### config.mk
export PLATFORM = sky130hd
export DESIGN_NAME = req_ack_monitor
export DESIGN_NICKNAME = d
export VERILOG_FILES = /design/src/rtl/req_ack_monitor.sv
export SDC_FILE = /design/constraint.sdc
export NUM_CORES = 1
export LEC_CHECK = 0
export CELL_PAD_IN_SITES_DETAIL_PLACEMENT = 0
export CELL_PAD_IN_SITES_GLOBAL_PLACEMENT = 1
export CORE_MARGIN = 1.5
export CORE_UTILIZATION = 40
export CTS_CLUSTER_DIAMETER = 120
export DETAILED_ROUTE_END_ITERATION = 7
export PLACE_DENSITY_LB_ADDON = 0.1
export SYNTH_ARGS = -nofsm -noshare
export SYNTH_HDL_FRONTEND = slang
export SYNTH_SLANG_ARGS = --single-unit
### constraint.sdc
create_clock -name clk -period 3.8 [get_ports clk]
set_clock_uncertainty 0.2 [all_clocks]
set_input_delay 0.76 -clock clk [delete_from_list [all_inputs] [get_ports clk]]
set_output_delay 0.76 -clock clk [all_outputs]
set_load 0.1 [all_outputs]
### src/rtl/req_ack_monitor.sv
// rtl/req_ack_monitor.sv - N-channel req/ack latency-window protocol monitor
module req_ack_monitor #(
   parameter int N_CH    = 4,
   parameter int MIN_LAT = 1,
   parameter int MAX_LAT = 4,
   parameter int CNT_W   = 16,
   localparam int CH_W   = (N_CH > 1) ? $clog2(N_CH) : 1
) (
   input  logic                clk,
   input  logic                rst_n,
   input  logic [N_CH-1:0]     req,
   input  logic [N_CH-1:0]     ack,
   input  logic                clr_err,
   output logic [N_CH-1:0]     err_pulse,
   output logic [3*N_CH-1:0]   err_code,
   output logic [N_CH-1:0]     err_sticky,
   output logic                first_err_valid,
   output logic [CH_W-1:0]     first_err_chan,
   output logic [2:0]          first_err_code,
   output logic [CNT_W-1:0]    pass_cnt
);

   localparam int LAT_W = $clog2(MAX_LAT + 2);
   localparam int PC_W  = $clog2(N_CH + 1);
   localparam int SUM_W = CNT_W + PC_W;

   localparam logic [2:0] E_NONE     = 3'd0;
   localparam logic [2:0] E_EARLY    = 3'd1;
   localparam logic [2:0] E_TIMEOUT  = 3'd2;
   localparam logic [2:0] E_SPURIOUS = 3'd3;
   localparam logic [2:0] E_OVERLAP  = 3'd4;

   localparam logic [CNT_W-1:0] CNT_MAX = '1;

   typedef enum logic {S_IDLE, S_WAIT} state_t;

   state_t           st_q  [N_CH];
   state_t           st_n  [N_CH];
   logic [LAT_W-1:0] lat_q [N_CH];
   logic [LAT_W-1:0] lat_n [N_CH];

   logic [N_CH-1:0]   req_q, ack_q, req_rise, ack_rise;
   logic [N_CH-1:0]   err_n, pass_n;
   logic [3*N_CH-1:0] code_n;
   logic [PC_W-1:0]   pop;
   logic [SUM_W-1:0]  sum;
   logic [CH_W-1:0]   fchan_n;
   logic [2:0]        fcode_n;

   assign req_rise = req & ~req_q;
   assign ack_rise = ack & ~ack_q;

   always_ff @(posedge clk or negedge rst_n) begin
      if (!rst_n) begin
         req_q <= '0;
         ack_q <= '0;
         for (int i = 0; i < N_CH; i++) begin
            st_q[i]  <= S_IDLE;
            lat_q[i] <= '0;
         end
      end else begin
         req_q <= req;
         ack_q <= ack;
         for (int i = 0; i < N_CH; i++) begin
            st_q[i]  <= st_n[i];
            lat_q[i] <= lat_n[i];
         end
      end
   end

   // lat reaching MAX_LAT+1 means the MAX_LAT cycle went by without an ack
   always_comb begin
      code_n = '0;
      err_n  = '0;
      pass_n = '0;
      for (int i = 0; i < N_CH; i++) begin
         st_n[i]  = st_q[i];
         lat_n[i] = lat_q[i];
         case (st_q[i])
            S_IDLE: begin
               if (ack_rise[i]) code_n[3*i +: 3] = E_SPURIOUS;
               if (req_rise[i]) begin
                  st_n[i]  = S_WAIT;
                  lat_n[i] = LAT_W'(1);
               end
            end
            default: begin
               if (lat_q[i] > LAT_W'(MAX_LAT)) begin
                  code_n[3*i +: 3] = E_TIMEOUT;
                  st_n[i]  = req_rise[i] ? S_WAIT : S_IDLE;
                  lat_n[i] = req_rise[i] ? LAT_W'(1) : '0;
               end else if (ack_rise[i]) begin
                  if (lat_q[i] < LAT_W'(MIN_LAT)) code_n[3*i +: 3] = E_EARLY;
                  else                            pass_n[i] = 1'b1;
                  st_n[i]  = req_rise[i] ? S_WAIT : S_IDLE;
                  lat_n[i] = req_rise[i] ? LAT_W'(1) : '0;
               end else if (req_rise[i]) begin
                  code_n[3*i +: 3] = E_OVERLAP;
                  lat_n[i] = LAT_W'(1);
               end else begin
                  lat_n[i] = lat_q[i] + LAT_W'(1);
               end
            end
         endcase
         err_n[i] = (code_n[3*i +: 3] != E_NONE);
      end
   end

   always_comb begin
      pop     = '0;
      fchan_n = '0;
      fcode_n = E_NONE;
      for (int i = 0; i < N_CH; i++) pop = pop + PC_W'(pass_n[i]);
      for (int i = N_CH - 1; i >= 0; i--) begin
         if (err_n[i]) begin
            fchan_n = CH_W'(i);
            fcode_n = code_n[3*i +: 3];
         end
      end
      sum = SUM_W'(pass_cnt) + SUM_W'(pop);
   end

   // an error in the same cycle as clr_err takes precedence over the clear
   always_ff @(posedge clk or negedge rst_n) begin
      if (!rst_n) begin
         err_pulse       <= '0;
         err_code        <= '0;
         err_sticky      <= '0;
         first_err_valid <= 1'b0;
         first_err_chan  <= '0;
         first_err_code  <= '0;
         pass_cnt        <= '0;
      end else begin
         err_pulse  <= err_n;
         err_code   <= code_n;
         err_sticky <= (clr_err ? '0 : err_sticky) | err_n;
         if (clr_err || !first_err_valid) begin
            if (|err_n) begin
               first_err_valid <= 1'b1;
               first_err_chan  <= fchan_n;
               first_err_code  <= fcode_n;
            end else if (clr_err) begin
               first_err_valid <= 1'b0;
               first_err_chan  <= '0;
               first_err_code  <= '0;
            end
         end
         pass_cnt <= (sum > SUM_W'(CNT_MAX)) ? CNT_MAX : sum[CNT_W-1:0];
      end
   end

endmodule

==> flow_metrics.py, run 1 <==
metrics = {
    "run_status": {
        "status": "completed",
    },
    "detailed_routing": {
        "dr_total_vias": 2354,
        "avgRoutedWirePerCell_um": 13.8,
        "finalWirelength_um": 6520,
        "drt-initial-drc-count": 73,
        "drcViolationCount": 0,
        "vias_per_cell": 4.99,
        "first_pass_iters": 4,
        "ant_nets": 0,
    },
    "die": {
        "rows": 32,
        "die_y_um": 91.5,
        "dieArea_um2": 8380,
        "coreArea_um2": 7650,
        "ios": 53,
        "fp.dieW_um": 91.5,
        "start_util_pct": 41.0,
    },
    "final_layout": {
        "diodes": 0,
        "final_common_cell": "dfrtp_1",
        "area_delta_synth_final_pct": 27.6,
        "finalInstanceArea_um2": 4000,
        "mostFrequentLayoutCells": "dfrtp_1 (66), clkdlybuf4s50_1 (50), nand2_1 (37), inv_1 (29), nor2_1 (19)",
        "drive_gt1_share_pct": 10.3,
        "layout.nets": 388,
    },
    "cts": {
        "numClockSinks": 66,
        "clock-root-buffer": "clkbuf_8",
        "numCtsBuffers": 9,
        "htree_levels": 3,
        "postCtsHoldBufs": 0,
        "cts.reportedPaths.clkPinSlew_ns": 0.07,
        "insertion_delay_ns": 0.35,
        "cts_tree": "done",
        "ctsResizeCount": 0,
        "clk_path_buf_depth": 2,
        "cts_setup_buffers": 0,
    },
    "setup_path": {
        "crit_path_end_kind": "flip-flop",
        "cp.required_ns": 3.82,
        "path_class": "in2reg",
        "critPathLaunchType": "input port",
        "crit_path_max_fanout": 4,
        "crit_arrival_ns": 3.57,
    },
    "power_and_ir_drop": {
        "swShare_pct": 50.0,
        "vdd_drop_max_mv": 0.348,
        "p_leak_nw": 1.86,
        "p_total_mw": 3.37,
        "p_sw_mw": 1.68,
        "power_density_nw_per_um2": 843,
        "p_int_mw": 1.69,
        "power_frac_clock_pct": 17.9,
        "p_comb_share_pct": 51.2,
        "seqPwrFrac_pct": 31.0,
    },
    "global_route": {
        "grt_max_degree": 67,
        "track_usage_pct": 17.3,
        "antenna_found_initial": 0,
        "grt_pass1_vias": 2315,
        "grt_pass1_wl_um": 11300,
        "grt-ovfl-total": 0,
    },
    "synth": {
        "synthCells": 300,
        "synth_fp_nets": 323,
        "synth_top_family_by_area": "simple AND/OR/NAND/NOR gates",
        "yosysUniqueCellTypes": 49,
        "synth-compound-area-share_pct": 11.9,
        "synth_fa_ha_area_share_pct": 5.51,
        "yosys.area_share.simple_pct": 21.8,
        "synth_xor_xnor_area_share_pct": 2.79,
        "synthMuxAreaShare_pct": 0.319,
        "yosysSeqAreaShare_pct": 52.7,
        "syn-cell-area_um2": 3140,
        "synth_seq_cells": 66,
        "syn_area_per_cell_um2": 10.5,
        "yosysWarnings": 0,
    },
    "timing": {
        "setup_viol": 0,
        "drv_slew": 0,
        "timing_hold_violations_final": 0,
        "min_period_over_period_pct": 93.4,
        "slew_headroom_pct": 34.8,
        "rsz0062_at_grt": "no",
        "min_period_ns": 3.55,
        "fmax_mhz": 282,
        "tightest_slew_ns": 0.975,
    },
    "placed_design": {
        "dp_hpwl_um": 4670,
        "place.gp.congestion": 0.782,
        "placed_area_um2": 3800,
        "port_buffers": 52,
    },
    "run": {
        "max_cap_viol_count": 0,
    },
    "min_path": {
        "hold_path.class": "reg2reg",
    },
}
## cells by family (layout without fill, tap and decap cells)
group                    Yosys count  after routing
AND/OR/NAND/NOR                  124            124
XOR/XNOR                          10             10
AO/OA/AOI/OAI                     51             51
adder cells (fa/ha/maj)           12             12
flip-flops                        66             66
buffers and inverters             36            106
multiplexers                       1              1
## worst max-delay path, cell delays in order
cell             delay (ns)
clkdlybuf4s50_1        0.47
nor2b_1                0.18
nand4_1                0.14
fa_1                   0.53
inv_1                  0.05
fa_1                   0.45
fa_1                   0.43
nand3_1                0.13
nor2_1                 0.07
nand3_1                0.14
buf_4                  0.15
o21ai_0                0.07
## registers in the layout (all words and copies together) (netlist names)
register / count
err_sticky: 4
st_q: 4
first_err_valid: 1
first_err_chan: 2
req_q: 4
ack_q: 4
err_pulse: 4
lat_q: 12
err_code: 12
first_err_code: 3
pass_cnt: 16
## layout make-up
cell class	count	area, um2
clock inverters	6	66.3
multi-input cells	198	1330
fillers	698	3650
inverters	29	109
clock buffers	10	138
well taps	102	128
repair buffers	61	581
flip-flops and latches	66	1650
## worst paths after layout
path	startpoint	to	slack, ns	depth (start not counted)
worst min-delay path	err_sticky[3]	err_sticky[3]	0.31	2
worst max register to register	lat_q[3]	pass_cnt[6]	0.47	15
worst min register to register	err_sticky[3]	err_sticky[3]	0.31	2
worst max-delay path	ack[0]	pass_cnt[6]	0.25	12
max in group asynchronous	rst_n	err_code[0]	2.48	2
min in group asynchronous	rst_n	ack_q[1]	0.39	2
## metrics by stage
stage	std cells	worst slack, ns	hold slack (ns)	setup TNS, ns	util (%)
2_1_floorplan	300	0.262	0.264	0	-
3_3_place_gp	456	-0.0606	0.297	-0.599	49.6
3_5_place_dp	456	-0.0989	0.299	-1.10	49.6
4_1_cts	472	0.278	0.320	0	52.3
5_1_grt	472	0.133	0.332	0	52.3
6_report	472	0.251	0.314	0	52.3
## synth_stat cells (all sizes together)
library cell  count  area (um2)
or3               4        40.0
nand2            37         139
dfrtp            66        1650
nand3b            7        52.6
buf               5        40.0
o21ai            15        75.1
nor4b             1        23.8
nor3              2        10.0
a21oi            12        71.3
a211oi            2        15.0
a31oi             2        18.8
or2b              1        7.51
ha                9         113
nand3            14        70.1
a31o              1        8.76
a2bb2oi           3        26.3
nand4             6        37.5
clkbuf            2        7.51
nor2             20        82.6
fa                3        60.1
o211ai            3        50.1
o211a             1        10.0
xor2              6        52.6
mux2i             1        10.0
a2111oi           2        17.5
o21a              1        7.51
nand2b           15        93.8
or3b              3        26.3
o31ai             1        7.51
nor2b             6        37.5
a22oi             1        7.51
xnor2             4        35.0
o32ai             4        35.0
o22ai             1        6.26
and3              3        20.0
inv              29         109
o2bb2ai           1        8.76
and4              4        36.3
a21o              1        7.51
nor3b             1        7.51
## power groups by stage
stage                     Sequential [mW]  Combinational, mW  Clock [mW]
final                                1.04               1.72       0.603
after CTS                            1.05               1.73       0.625
after floorplan                      1.82              0.573           0
after global placement               1.06               1.72           0
after global routing                 1.08               1.84       0.655
after detailed placement             1.06               1.73           0
## layer usage
metal  global-route usage, %  wire, um  vias to the layer above
li1                        -         -                     1151
met1                    24.1      3180                     1133
met2                    25.9      2960                       61
met3                    3.94       274                        9
met4                    7.42       110                        0
met5                       0         0                        -
Note: power is estimated with default switching activity, not from simulation.
==> run 2: changes to the inputs <==
Settings changed: CELL_PAD_IN_SITES_DETAIL_PLACEMENT 0 to not set, CELL_PAD_IN_SITES_GLOBAL_PLACEMENT 1 to not set, GPL_ROUTABILITY_DRIVEN set to 1, PLACE_DENSITY_LB_ADDON 0.1 to not set.
==> run 2 against run 1 <==
  * Clock-buffer cell count is the same
  * Non-clock buffer count is the same
  * Power shrank 1.6%
  * Combinational power is essentially flat
  * Worst hold slack lost 0.050 ns
  * Highest routed layer unchanged
==> flow_metrics.py, run 2 (synthesis gave the netlist of run 1 again) <==
metrics = {
    "run_status": {
        "status": "completed",
    },
    "global_route": {
        "antenna_found_initial": 0,
        "grt_pass1_wl_um": 11200,
        "track_usage_pct": 17.2,
        "grt_max_degree": 38,
        "grt_pass1_vias": 2338,
        "grt-ovfl-total": 0,
    },
    "cts": {
        "numCtsBuffers": 9,
        "cts_setup_buffers": 0,
        "cts_tree": "done",
        "insertion_delay_ns": 0.35,
        "clk_path_buf_depth": 2,
        "cts.reportedPaths.clkPinSlew_ns": 0.07,
        "numClockSinks": 66,
        "clock-root-buffer": "clkbuf_8",
        "htree_levels": 3,
        "ctsResizeCount": 0,
        "postCtsHoldBufs": 0,
    },
    "timing": {
        "tightest_slew_ns": 0.975,
        "setup_viol": 0,
        "drv_slew": 0,
        "timing_hold_violations_final": 0,
        "min_period_over_period_pct": 92.7,
        "fmax_mhz": 284,
        "slew_headroom_pct": 34.8,
        "tns_ns": 0,
        "min_period_ns": 3.52,
        "rsz0062_at_grt": "no",
    },
    "setup_path": {
        "cp.required_ns": 3.82,
        "cp_top_family": "adder cells",
        "r2r-start": "lat_q[3]",
        "critPathLaunchType": "input port",
        "cp_cell_sequence": "clkdlybuf4s50_1 > nor2b_1 > nand4_1 > fa_1 > inv_1 > fa_1 > fa_1 > nand3_1 > nor2_1 > nand3_1 > buf_4 > o21ai_0",
        "crit_path_max_incr_delay_ns": 0.53,
        "crit_buf_inv": 3,
        "crit_path_end_kind": "flip-flop",
        "crit_path_max_fanout": 8,
        "crit_arrival_ns": 3.54,
        "slowest_stage": "fa_1",
        "path_class": "in2reg",
        "crit_start": "ack[0]",
        "crit_top_cell": "fa_1",
    },
    "detailed_routing": {
        "ant_nets": 0,
        "drcViolationCount": 0,
        "first_pass_iters": 4,
        "dr_total_vias": 2358,
        "vias_per_cell": 5.00,
        "avgRoutedWirePerCell_um": 13.6,
        "finalWirelength_um": 6410,
        "drt-initial-drc-count": 99,
    },
    "power_and_ir_drop": {
        "vdd_drop_max_mv": 0.583,
        "p_leak_nw": 1.85,
        "power_density_nw_per_um2": 832,
    },
    "final_layout": {
        "n_fill_cell": 699,
        "mostFrequentLayoutCells": "dfrtp_1 (66), clkdlybuf4s50_1 (50), nand2_1 (37), inv_1 (29), nor2_1 (19)",
        "layout.nets": 388,
        "diodes": 0,
        "multiInputGateArea_um2": 1330,
        "area_delta_synth_final_pct": 27.2,
        "final_common_cell": "dfrtp_1",
        "seqCellArea_um2": 1650,
        "final_util_pct": 52.1,
        "largest_registers": "pass_cnt (16), err_code (12), lat_q (12)",
        "largest_reg_flops": 16,
        "regMostFlops": "pass_cnt",
        "drive_gt1_share_pct": 10.3,
    },
    "die": {
        "fp.dieW_um": 91.5,
        "rows": 32,
        "ios": 53,
        "start_util_pct": 41.0,
        "coreArea_um2": 7650,
        "dieArea_um2": 8380,
        "die_y_um": 91.5,
    },
    "min_path": {
        "hold_path.class": "in2async",
    },
    "run": {
        "max_cap_viol_count": 0,
    },
    "placed_design": {
        "place.gp.congestion": 0.760,
        "dp_hpwl_um": 4710,
        "port_buffers": 52,
    },
}
run 2: cell types whose count changed in the layout (fill, tap and decap cells not counted), sizes merged:
cell | previous run | this run
bufinv | 1 | 0
inv | 29 | 30
run 2: layer usage:
| metal | vias to the layer above | share of wire [%] | wire, um | GRT usage [%] |
|---|---|---|---|---|
| met5 | - | 0 | 0 | 0 |
| met1 | 1143 | 49 | 3150 | 23.6 |
| met2 | 44 | 45 | 2910 | 25.7 |
| met4 | 0 | 1.9 | 119 | 8.46 |
| met3 | 12 | 3.5 | 225 | 3.69 |
| li1 | 1159 | - | - | - |
run 2: worst reg2reg max path, cell delays in order, from the launching register on:
cell	delay (ns)
dfrtp_1	0.43
inv_1	0.08
ha_1	0.15
nand2b_1	0.16
nand2_1	0.07
nor2_1	0.09
nand2_1	0.10
fa_1	0.49
inv_1	0.05
fa_1	0.45
fa_1	0.42
nand3_1	0.13
nor2_1	0.07
nand3_1	0.10
buf_4	0.16
o21ai_0	0.08
run 2: through the flow:
stage | hold WS (ns) | power (mW) | setup WS [ns] | instances | area, um2
after floorplan | 0.264 | 2.39 | 0.262 | 300 | 3140
after global placement | 0.297 | 2.77 | -0.0437 | 456 | 3810
after detailed placement | 0.303 | 2.80 | -0.102 | 456 | 3810
after CTS | 0.278 | 3.35 | 0.263 | 472 | 3990
after global routing | 0.299 | 3.51 | 0.0956 | 472 | 3990
final | 0.264 | 3.32 | 0.278 | 472 | 3990
run 2: path summary, 6_finish.rpt:
| kind | depth (start not counted) | end | slack (ns) |
|---|---|---|---|
| max | 12 | pass_cnt[6] | 0.28 |
| min | 1 | lat_q[8] | 0.26 |
| max reg2reg | 15 | pass_cnt[6] | 0.46 |
| min reg2reg | 2 | lat_q[11] | 0.31 |
| max in group asynchronous | 2 | lat_q[3] | 2.50 |
| min in group clk | 2 | lat_q[11] | 0.31 |
run 2: cell type report:
| cell class | count | share of cell area [%] |
|---|---|---|
| clock buffers | 10 | 3.45 |
| well taps | 102 | 3.20 |
| multi-input cells | 198 | 33.3 |
| clock inverters | 6 | 1.04 |
| flip-flops and latches | 66 | 41.4 |
| repair buffers | 61 | 14.9 |
| inverters | 29 | 2.73 |
run 2: report_power, final:
group,switching [mW],internal [mW]
Combinational,1.24,0.492
Clock,0.286,0.254
Sequential,0.163,0.881
==> run 3: changes to the inputs <==
Settings changed: CAP_MARGIN set to 10, CORE_MARGIN 1.5 to 2.
==> run 3 against run 2 <==
  * Maximum frequency rose by 1.5%
  * Final area up 0.50%
  * Wire length is 1.2% higher
  * Power rose by 3.3%
  * Clock-buffer cell count grew 1
  * Worst hold slack better by 0.045 ns
  * Non-clock buffer count decreased by 1
  * Global-route usage decreased by 0.27 points
  * Largest power group unchanged
==> flow_metrics.py, run 3 (synthesis gave the netlist of run 1 again) <==
metrics = {
    "detailed_routing": {
        "ant_nets": 0,
        "avgRoutedWirePerCell_um": 13.8,
        "drt-initial-drc-count": 86,
        "drcViolationCount": 0,
        "first_pass_iters": 4,
        "vias_per_cell": 4.92,
        "dr_total_vias": 2319,
        "finalWirelength_um": 6480,
    },
    "final_layout": {
        "n_fill_cell": 708,
        "diodes": 0,
        "final_common_cell": "dfrtp_1",
        "area_delta_synth_final_pct": 27.8,
        "largest_registers": "pass_cnt (16), err_code (12), lat_q (12)",
        "drive_gt1_share_pct": 9.76,
        "regMostFlops": "pass_cnt",
        "seqCellArea_um2": 1650,
        "multiInputGateArea_um2": 1330,
        "layout.nets": 387,
        "mostFrequentLayoutCells": "dfrtp_1 (66), clkdlybuf4s50_1 (50), nand2_1 (37), inv_1 (29), nor2_1 (19)",
        "finalInstanceArea_um2": 4010,
        "largest_reg_flops": 16,
    },
    "min_path": {
        "hold_path.class": "reg2reg",
        "worstHoldStart": "err_sticky[3]",
        "hold_depth": 2,
        "holdPathEnd": "err_sticky[3]",
    },
    "setup_path": {
        "slowest_stage": "fa_1",
        "cp.required_ns": 3.82,
        "cp_cell_sequence": "clkdlybuf4s50_1 > nor2b_1 > nand4_1 > fa_1 > inv_1 > fa_1 > fa_1 > nand3_1 > nor2_1 > nand3_1 > buf_4 > o21ai_0",
        "crit_top_cell": "fa_1",
        "r2r-start": "lat_q[3]",
        "reg2reg_to": "pass_cnt[6]",
        "crit_arrival_ns": 3.49,
        "crit_path_end_kind": "flip-flop",
        "crit_path_max_fanout": 7,
        "ff2ff_path_depth": 15,
        "reg2reg_slack_ns": 0.51,
        "critPathLaunchType": "input port",
        "crit_path_max_incr_delay_ns": 0.53,
        "path_class": "in2reg",
    },
    "global_route": {
        "antenna_found_initial": 0,
        "track_usage_pct": 16.9,
        "grt_pass1_vias": 2410,
        "grt-ovfl-total": 0,
        "grt_max_degree": 47,
        "grt_pass1_wl_um": 11300,
    },
    "power_and_ir_drop": {
        "p_total_mw": 3.43,
        "power_density_nw_per_um2": 855,
        "p_leak_nw": 1.87,
        "vdd_drop_max_mv": 0.344,
    },
    "timing": {
        "drv_slew": 0,
        "min_period_over_period_pct": 91.3,
        "setup_viol": 0,
        "timing_hold_violations_final": 0,
        "slew_headroom_pct": 30.6,
        "min_period_ns": 3.47,
        "tightest_slew_ns": 1.04,
        "fmax_mhz": 288,
        "rsz0062_at_grt": "no",
    },
    "die": {
        "start_util_pct": 41.0,
        "ios": 53,
        "die_y_um": 92.5,
        "dieArea_um2": 8560,
        "rows": 32,
        "fp.dieW_um": 92.5,
        "coreArea_um2": 7650,
    },
    "cts": {
        "cts_tree": "done",
        "cts_setup_buffers": 0,
        "clk_path_buf_depth": 2,
        "htree_levels": 3,
        "insertion_delay_ns": 0.34,
        "ctsResizeCount": 0,
        "postCtsHoldBufs": 0,
        "cts.reportedPaths.clkPinSlew_ns": 0.07,
        "numCtsBuffers": 9,
        "clock-root-buffer": "clkbuf_8",
        "numClockSinks": 66,
    },
    "run_status": {
        "status": "completed",
    },
    "placed_design": {
        "place.gp.congestion": 0.797,
        "dp_hpwl_um": 4700,
        "placed_area_um2": 3790,
        "port_buffers": 52,
    },
    "run": {
        "max_cap_viol_count": 0,
    },
}
==> run 3: cell types whose count changed in the layout (fill, tap and decap cells not counted) <==
cell,previous run,this run
buf_12,1,0
bufinv_16,0,2
inv_6,1,0
clkinvlp_4,3,1
clkbuf_1,0,1
==> run 3: worst max-delay path by stage <==
stage,from,end,slack [ns],cells after the start
floorplan,pass_cnt[0],pass_cnt[10],0.26,10
global placement,ack[0],pass_cnt[6],-0.01,12
detailed placement,ack[0],pass_cnt[4],-0.04,12
CTS,ack[0],pass_cnt[6],0.33,12
global route,ack[0],pass_cnt[4],0.14,12
finish,ack[0],pass_cnt[6],0.33,12
==> run 3: per-layer routing <==
layer,up-vias,wire [um],track usage [%]
met1,1101,3180,23.5
li1,1148,-,-
met4,0,216,8.96
met2,53,2820,25.0
met5,-,0,0
met3,17,264,3.50
==> run 3: power by group <==
part	internal, mW	switching [mW]	leakage, nW
clock	0.385	0.274	0.109
sequential	0.882	0.165	0.836
combinational	0.484	1.24	0.924
total	1.75	1.68	1.87
==> run 3: through the flow <==
step / util, % / hold WS [ns] / cells / setup TNS [ns] / setup slack (ns)
finish: 52.4 / 0.309 / 471 / 0 / 0.331
floorplan: - / 0.264 / 300 / 0 / 0.262
global placement: 49.5 / 0.294 / 455 / -0.0309 / -0.0140
CTS: 52.4 / 0.315 / 471 / 0 / 0.326
global route: 52.4 / 0.354 / 471 / 0 / 0.138
detailed placement: 49.5 / 0.293 / 455 / -0.152 / -0.0404
==> run 3: critical path: cells and delay by family <==
kind | cells | cell delay (ns)
AOI/OAI and AO/OA | 1 | 0.08
adders and majority gates | 3 | 1.39
buffers and inverters | 3 | 0.67
and+or+nand+nor | 5 | 0.61
==> run 3: layout make-up <==
cell class                      count  area share [%]
Sequential cell                    66            41.2
Multi-Input combinational cell    198            33.1
Timing Repair Buffer               60            14.3
Clock buffer                       11            3.53
Tap cell                          102            3.18
Inverter                           29            2.72
Clock inverter                      5            1.94
==> patch 1 (flow settings as in run 3) <==
Put one more register stage on the output `err_code`. The value now appears one clock later. The other outputs are not delayed to match.
--- a/src/rtl/req_ack_monitor.sv
+++ b/src/rtl/req_ack_monitor.sv
@@ -34,4 +34,6 @@
 
    typedef enum logic {S_IDLE, S_WAIT} state_t;
+
+   logic [3*N_CH-1:0] err_code_s0;
 
    state_t           st_q  [N_CH];
@@ -125,5 +127,5 @@
       if (!rst_n) begin
          err_pulse       <= '0;
-         err_code        <= '0;
+         err_code_s0     <= '0;
          err_sticky      <= '0;
          first_err_valid <= 1'b0;
@@ -133,5 +135,5 @@
       end else begin
          err_pulse  <= err_n;
-         err_code   <= code_n;
+         err_code_s0 <= code_n;
          err_sticky <= (clr_err ? '0 : err_sticky) | err_n;
          if (clr_err || !first_err_valid) begin
@@ -150,4 +152,8 @@
    end
 
+   always_ff @(posedge clk) begin
+      err_code <= err_code_s0;
+   end
+
 endmodule
 
Formal check against the unedited RTL: not equivalent (a bounded check fails within 4 cycles, from zero or initial values and one cycle with rst_n low).
==> patch 1 against run 3 <==
  * Total power rose by 10%
  * Highest routed layer unchanged
  * Cell area rose by 7.6%
  * Worst setup slack got worse by 0.14 ns
  * Critical endpoint is now pass_cnt[2]
  * Maximum frequency is 3.9% lower
  * Area after synthesis up 7.3%
  * Largest cell class unchanged
  * Sequential cell count up 12
  * Wire length fell by 1.7%
==> patch 1: results <==
{
  "run_status": "completed",
  "post_route_cells_drive_above_1_share_pct": 13.26,
  "crit_slowest_cell": "sky130_fd_sc_hd__clkdlybuf4s50_1",
  "synth.distinct_cells": 53,
  "cts_made_buffers": 9,
  "cts-htree-levels": 3,
  "power.static_leakage_nw": 2.028,
  "track_usage_pct": 16.12,
  "ys_seq_area_share_pct": 56.25,
  "dp.final_hpwl_um": 4737,
  "synth.area.top_cells": "sky130_fd_sc_hd__dfrtp_1 49%, sky130_fd_sc_hd__dfxtp_1 7.1%, sky130_fd_sc_hd__nand2_1 4.5%, sky130_fd_sc_hd__ha_1 3.3%, sky130_fd_sc_hd__nor2_1 2.3%",
  "drt-vias-per-instance": 4.786,
  "crit_path_max_fanout": 7,
  "dpl_cell_area_um2": 4066,
  "grt_start_max_net_pins": 34,
  "timing.critical_path.slowest_cell_delay_ns": 0.50,
  "switching_power_mw": 1.776,
  "routed_wire_length_per_instance_um": 13.23,
  "worst_hold_startpoint": "err_code_s0[3]",
  "cp_data_arrival_time_ns": 3.65,
  "ys_top_cells_by_count": "66 x sky130_fd_sc_hd__dfrtp_1, 40 x sky130_fd_sc_hd__nand2_1, 21 x sky130_fd_sc_hd__nor2_1",
  "max_ir_drop_vdd_mv": 0.5687,
  "cp-startpoint": "ack[2]",
  "finalNetCount": 395,
  "worst_slew_pin_slew_ns": 0.9798,
  "initialDrtViolationCount": 45,
  "grt_pass1_vias": 2324,
  "asyncSetResetFlopFracSynth_pct": 84.62,
  "postSynthNetCount": 325
}
## patch 1: cell types whose count changed in the layout (fill, tap and decap cells not counted), sizes merged, moves of 4 or more
cell	run 3	this run
o21ai	15	10
nand3b	7	2
a21o	1	6
o32ai	4	0
inv	29	20
dfxtp	0	12
mux2i	1	6
## patch 1: cells by family after synthesis
family,after synthesis,share of synthesized area (%)
buf+inv,25,3.125
xor+xnor,12,3.125
compound gates,43,9.338
fa+ha+maj,12,5.134
simple gates,124,20.35
mux,8,2.679
flops,78,56.25
## patch 1: final cells by class
cell class	instances	area, um^2
fill	750	3864
sequential	78	1892
multi-input combinational	199	1374
timing repair buffer	63	598.1
tap	105	131.4
clock buffer	10	127.6
clock inverter	6	110.1
inverter	21	78.83
## patch 1: per-stage QoR
stage / instances / util [%] / setup slack [ns]
final: 482 / 52.74 / 0.1885
after global routing: 482 / 52.74 / 0.002632
after CTS: 482 / 52.71 / 0.09751
after detailed placement: 466 / 49.74 / -0.3808
after global placement: 466 / 49.74 / -0.3217
after floorplan: 302 / - / 0.2234
## patch 1: worst paths after layout
kind	depth (start not counted)	end	slack [ns]
setup / recovery	12	pass_cnt[2]	0.19
hold / removal	0	err_code[3]	0.15
setup reg to reg	14	pass_cnt[2]	0.33
hold reg to reg	0	err_code[3]	0.15
max in group asynchronous	2	first_err_chan[0]	2.40
min in group asynchronous	1	err_code_s0[11]	0.26
## patch 1: power groups by stage
stage / logic (mW) / clock network, mW / registers, mW
after global placement: 1.82 / 0 / 1.21
after floorplan: 0.594 / 0 / 2.05
after detailed placement: 1.85 / 0 / 1.22
after CTS: 1.85 / 0.756 / 1.21
after global routing: 1.96 / 0.798 / 1.24
final: 1.83 / 0.738 / 1.20
## patch 1: layer usage
layer	vias to the layer above	track usage, %	wire [um]
met5	-	0	0
met1	1101	22.01	2993
met2	46	24.65	2998
li1	1150	-	-
met3	10	4.385	292
met4	0	6.071	91
## patch 1: repair_timing
item / CTS / global route
setup endpoints to repair: 10 / 13
pin swaps: 0 / 2
hold endpoints to repair: 0 / 0
gates cloned: 0 / 0
resized for setup: 1 / 1
==> patch 2 (settings of run 3) <==
Made on the original files. Set the parameter `MAX_LAT` to 2 (it was 4).
--- a/src/rtl/req_ack_monitor.sv
+++ b/src/rtl/req_ack_monitor.sv
@@ -3,5 +3,5 @@
    parameter int N_CH    = 4,
    parameter int MIN_LAT = 1,
-   parameter int MAX_LAT = 4,
+   parameter int MAX_LAT = 2,
    parameter int CNT_W   = 16,
    localparam int CH_W   = (N_CH > 1) ? $clog2(N_CH) : 1
Behaviour: not the same (a bounded check fails within 10 cycles, from zero or initial values and one cycle with rst_n low).
==> patch 2 against run 3 <==
  * Total power is 5.1% lower
  * Cell area decreased by 6.3%
  * Area after synthesis decreased by 11%
  * Sequential cell count down 4
  * Worst setup slack worse by 0.17 ns
  * Critical path depth up 1
  * Wire length down 13%
  * Critical path type unchanged
==> patch 2: results <==
{
  "worst_hold_startpoint": "err_sticky[1]",
  "synth.distinct_cells": 43,
  "drc": 0,
  "synth_compound_gate_area_share_pct": 13.98,
  "dpl_cell_area_um2": 3505,
  "num_antenna_cells": 0,
  "cts.root.buffer_cell": "sky130_fd_sc_hd__clkbuf_8",
  "drt-vias-per-instance": 4.767,
  "synth-adder-area-share_pct": 6.163,
  "asyncSetResetFlopFracSynth_pct": 100.0,
  "crit_end": "pass_cnt[12]",
  "core_area_um2": 6794,
  "vias": 2083,
  "largest-register": "pass_cnt",
  "holdCritPathClass": "reg -> reg",
  "length_of_the_first_detailed_routing_pass_in_iterations": 4,
  "finalNetCount": 359,
  "cts-root-to-sink-buffers": 2,
  "worst_slew_pin_slew_ns": 0.9919,
  "grt_pass1_wl_um": 9225,
  "post_synth_mux_area_share_pct": 0,
  "max_ir_drop_vdd_mv": 0.4258,
  "cp-startpoint": "ack[2]",
  "parity_gate_share_of_the_synthesized_area_counting_xor_and_xnor_cells_pct": 2.188,
  "ys_top_cells_by_count": "62 x sky130_fd_sc_hd__dfrtp_1, 35 x sky130_fd_sc_hd__nand2_1, 19 x sky130_fd_sc_hd__inv_1, 19 x sky130_fd_sc_hd__nand2b_1, 18 x sky130_fd_sc_hd__o21ai_0",
  "postSynthNetCount": 285,
  "grt_start_max_net_pins": 63,
  "ys_seq_area_share_pct": 55.38,
  "port-buffer-count": 52,
  "grt_pass1_vias": 1930,
  "ys_dominant_reg_cell": "sky130_fd_sc_hd__dfrtp_1",
  "yosys_warnings": 0,
  "timing.critical_path.slowest_cell_delay_ns": 0.48,
  "crit_path_max_fanout": 8,
  "power.static_leakage_nw": 1.764,
  "netlist_instances": 262,
  "clk-insertion-delay-late_ns": 0.34,
  "placed_cells": 420,
  "initialDrtViolationCount": 110,
  "cts_made_buffers": 9,
  "synth.area.top_cells": "sky130_fd_sc_hd__dfrtp_1 55%, sky130_fd_sc_hd__nand2_1 4.7%, sky130_fd_sc_hd__nand2b_1 4.2%, sky130_fd_sc_hd__ha_1 4.0%, sky130_fd_sc_hd__o21ai_0 3.2%",
  "reg2regPathDepth": 14,
  "gp_congestion": 0.7757,
  "route.final.wire_length_um": 5631,
  "track_usage_pct": 15.68,
  "post_route_cells_drive_above_1_share_pct": 13.49,
  "dp.final_hpwl_um": 4015,
  "run_status": "completed",
  "number_of_antenna_violations_at_the_first_check_in_global_routing": 0,
  "clkSlewWorstSetupHoldPaths_ns": 0.07,
  "worst_r2r_src": "lat_q[6]",
  "swShare_pct": 49.02,
  "crit_slowest_cell": "sky130_fd_sc_hd__clkdlybuf4s50_1",
  "largestRegisters": "pass_cnt (16), err_code (12), lat_q (8)",
  "num-fill-cells": 599,
  "ff2ff_setup_slack_ns": 0.34,
  "cts-htree-levels": 3
}
patch 2: worst min-delay path by stage:
stage | end | slack, ns | cells past startpoint
6_report | err_sticky[1] | 0.28 | 1
5_1_grt | err_sticky[1] | 0.30 | 1
4_1_cts | err_sticky[1] | 0.29 | 1
3_5_place_dp | err_sticky[1] | 0.27 | 1
3_3_place_gp | err_sticky[1] | 0.26 | 1
2_1_floorplan | ack_q[0] | 0.26 | 0
patch 2: cell families after synthesis:
group,count (synthesis)
adder cells (fa/ha/maj),12
buffers and inverters,24
AND/OR/NAND/NOR,98
AO/OA/AOI/OAI,59
flip-flops,62
XOR/XNOR,7
patch 2: cell type report:
class / instances / share of cell area (%)
sequential: 62 / 41.31
multi-input combinational: 176 / 30.91
timing repair buffer: 66 / 16.56
clock buffer: 14 / 4.863
tap: 96 / 3.198
inverter: 21 / 2.165
clock inverter: 2 / 0.9993
patch 2: what timing repair did:
action | CTS | global route
setup buffers | 1 | 0
gates resized for setup | 0 | 8
setup endpoints to repair | 1 | 16
gates cloned | 0 | 0
pin swaps | 0 | 2
patch 2: per-stage QoR:
| stage | TNS (ns) | hold WS, ns | setup slack [ns] | utilization [%] |
|---|---|---|---|---|
| finish | 0 | 0.2787 | 0.1572 | 55.29 |
| global route | 0 | 0.2985 | 0.005454 | 55.29 |
| CTS | 0 | 0.2852 | 0.01878 | 54.94 |
| detailed placement | -4.789 | 0.2685 | -0.3650 | 51.58 |
| global placement | -4.406 | 0.2649 | -0.2989 | 51.58 |
| floorplan | 0 | 0.2644 | 0.003598 | - |
patch 2: worst max-delay path, delay by kind of cell:
| family | cells | cell delay, ns |
|---|---|---|
| and+or+nand+nor | 6 | 1.14 |
| adders and majority gates | 3 | 1.02 |
| buffers and inverters | 3 | 0.72 |
| AOI/OAI and AO/OA | 1 | 0.07 |
patch 2: layer usage:
| metal | up-vias | GRT usage, % | routed length, um |
|---|---|---|---|
| li1 | 1046 | - | - |
| met1 | 988 | 22.52 | 2778 |
| met2 | 39 | 22.45 | 2524 |
| met3 | 10 | 2.922 | 186 |
| met4 | 0 | 8.392 | 141 |
| met5 | - | 0 | 0 |
patch 2: power groups by stage:
stage                     clock network, mW  registers, mW  logic [mW]
after floorplan                           0           1.78       0.468
after global placement                    0          0.966        1.65
after detailed placement                  0          0.966        1.67
after CTS                             0.644          0.956        1.68
after global routing                  0.675          0.981        1.77
final                                 0.628          0.957        1.66
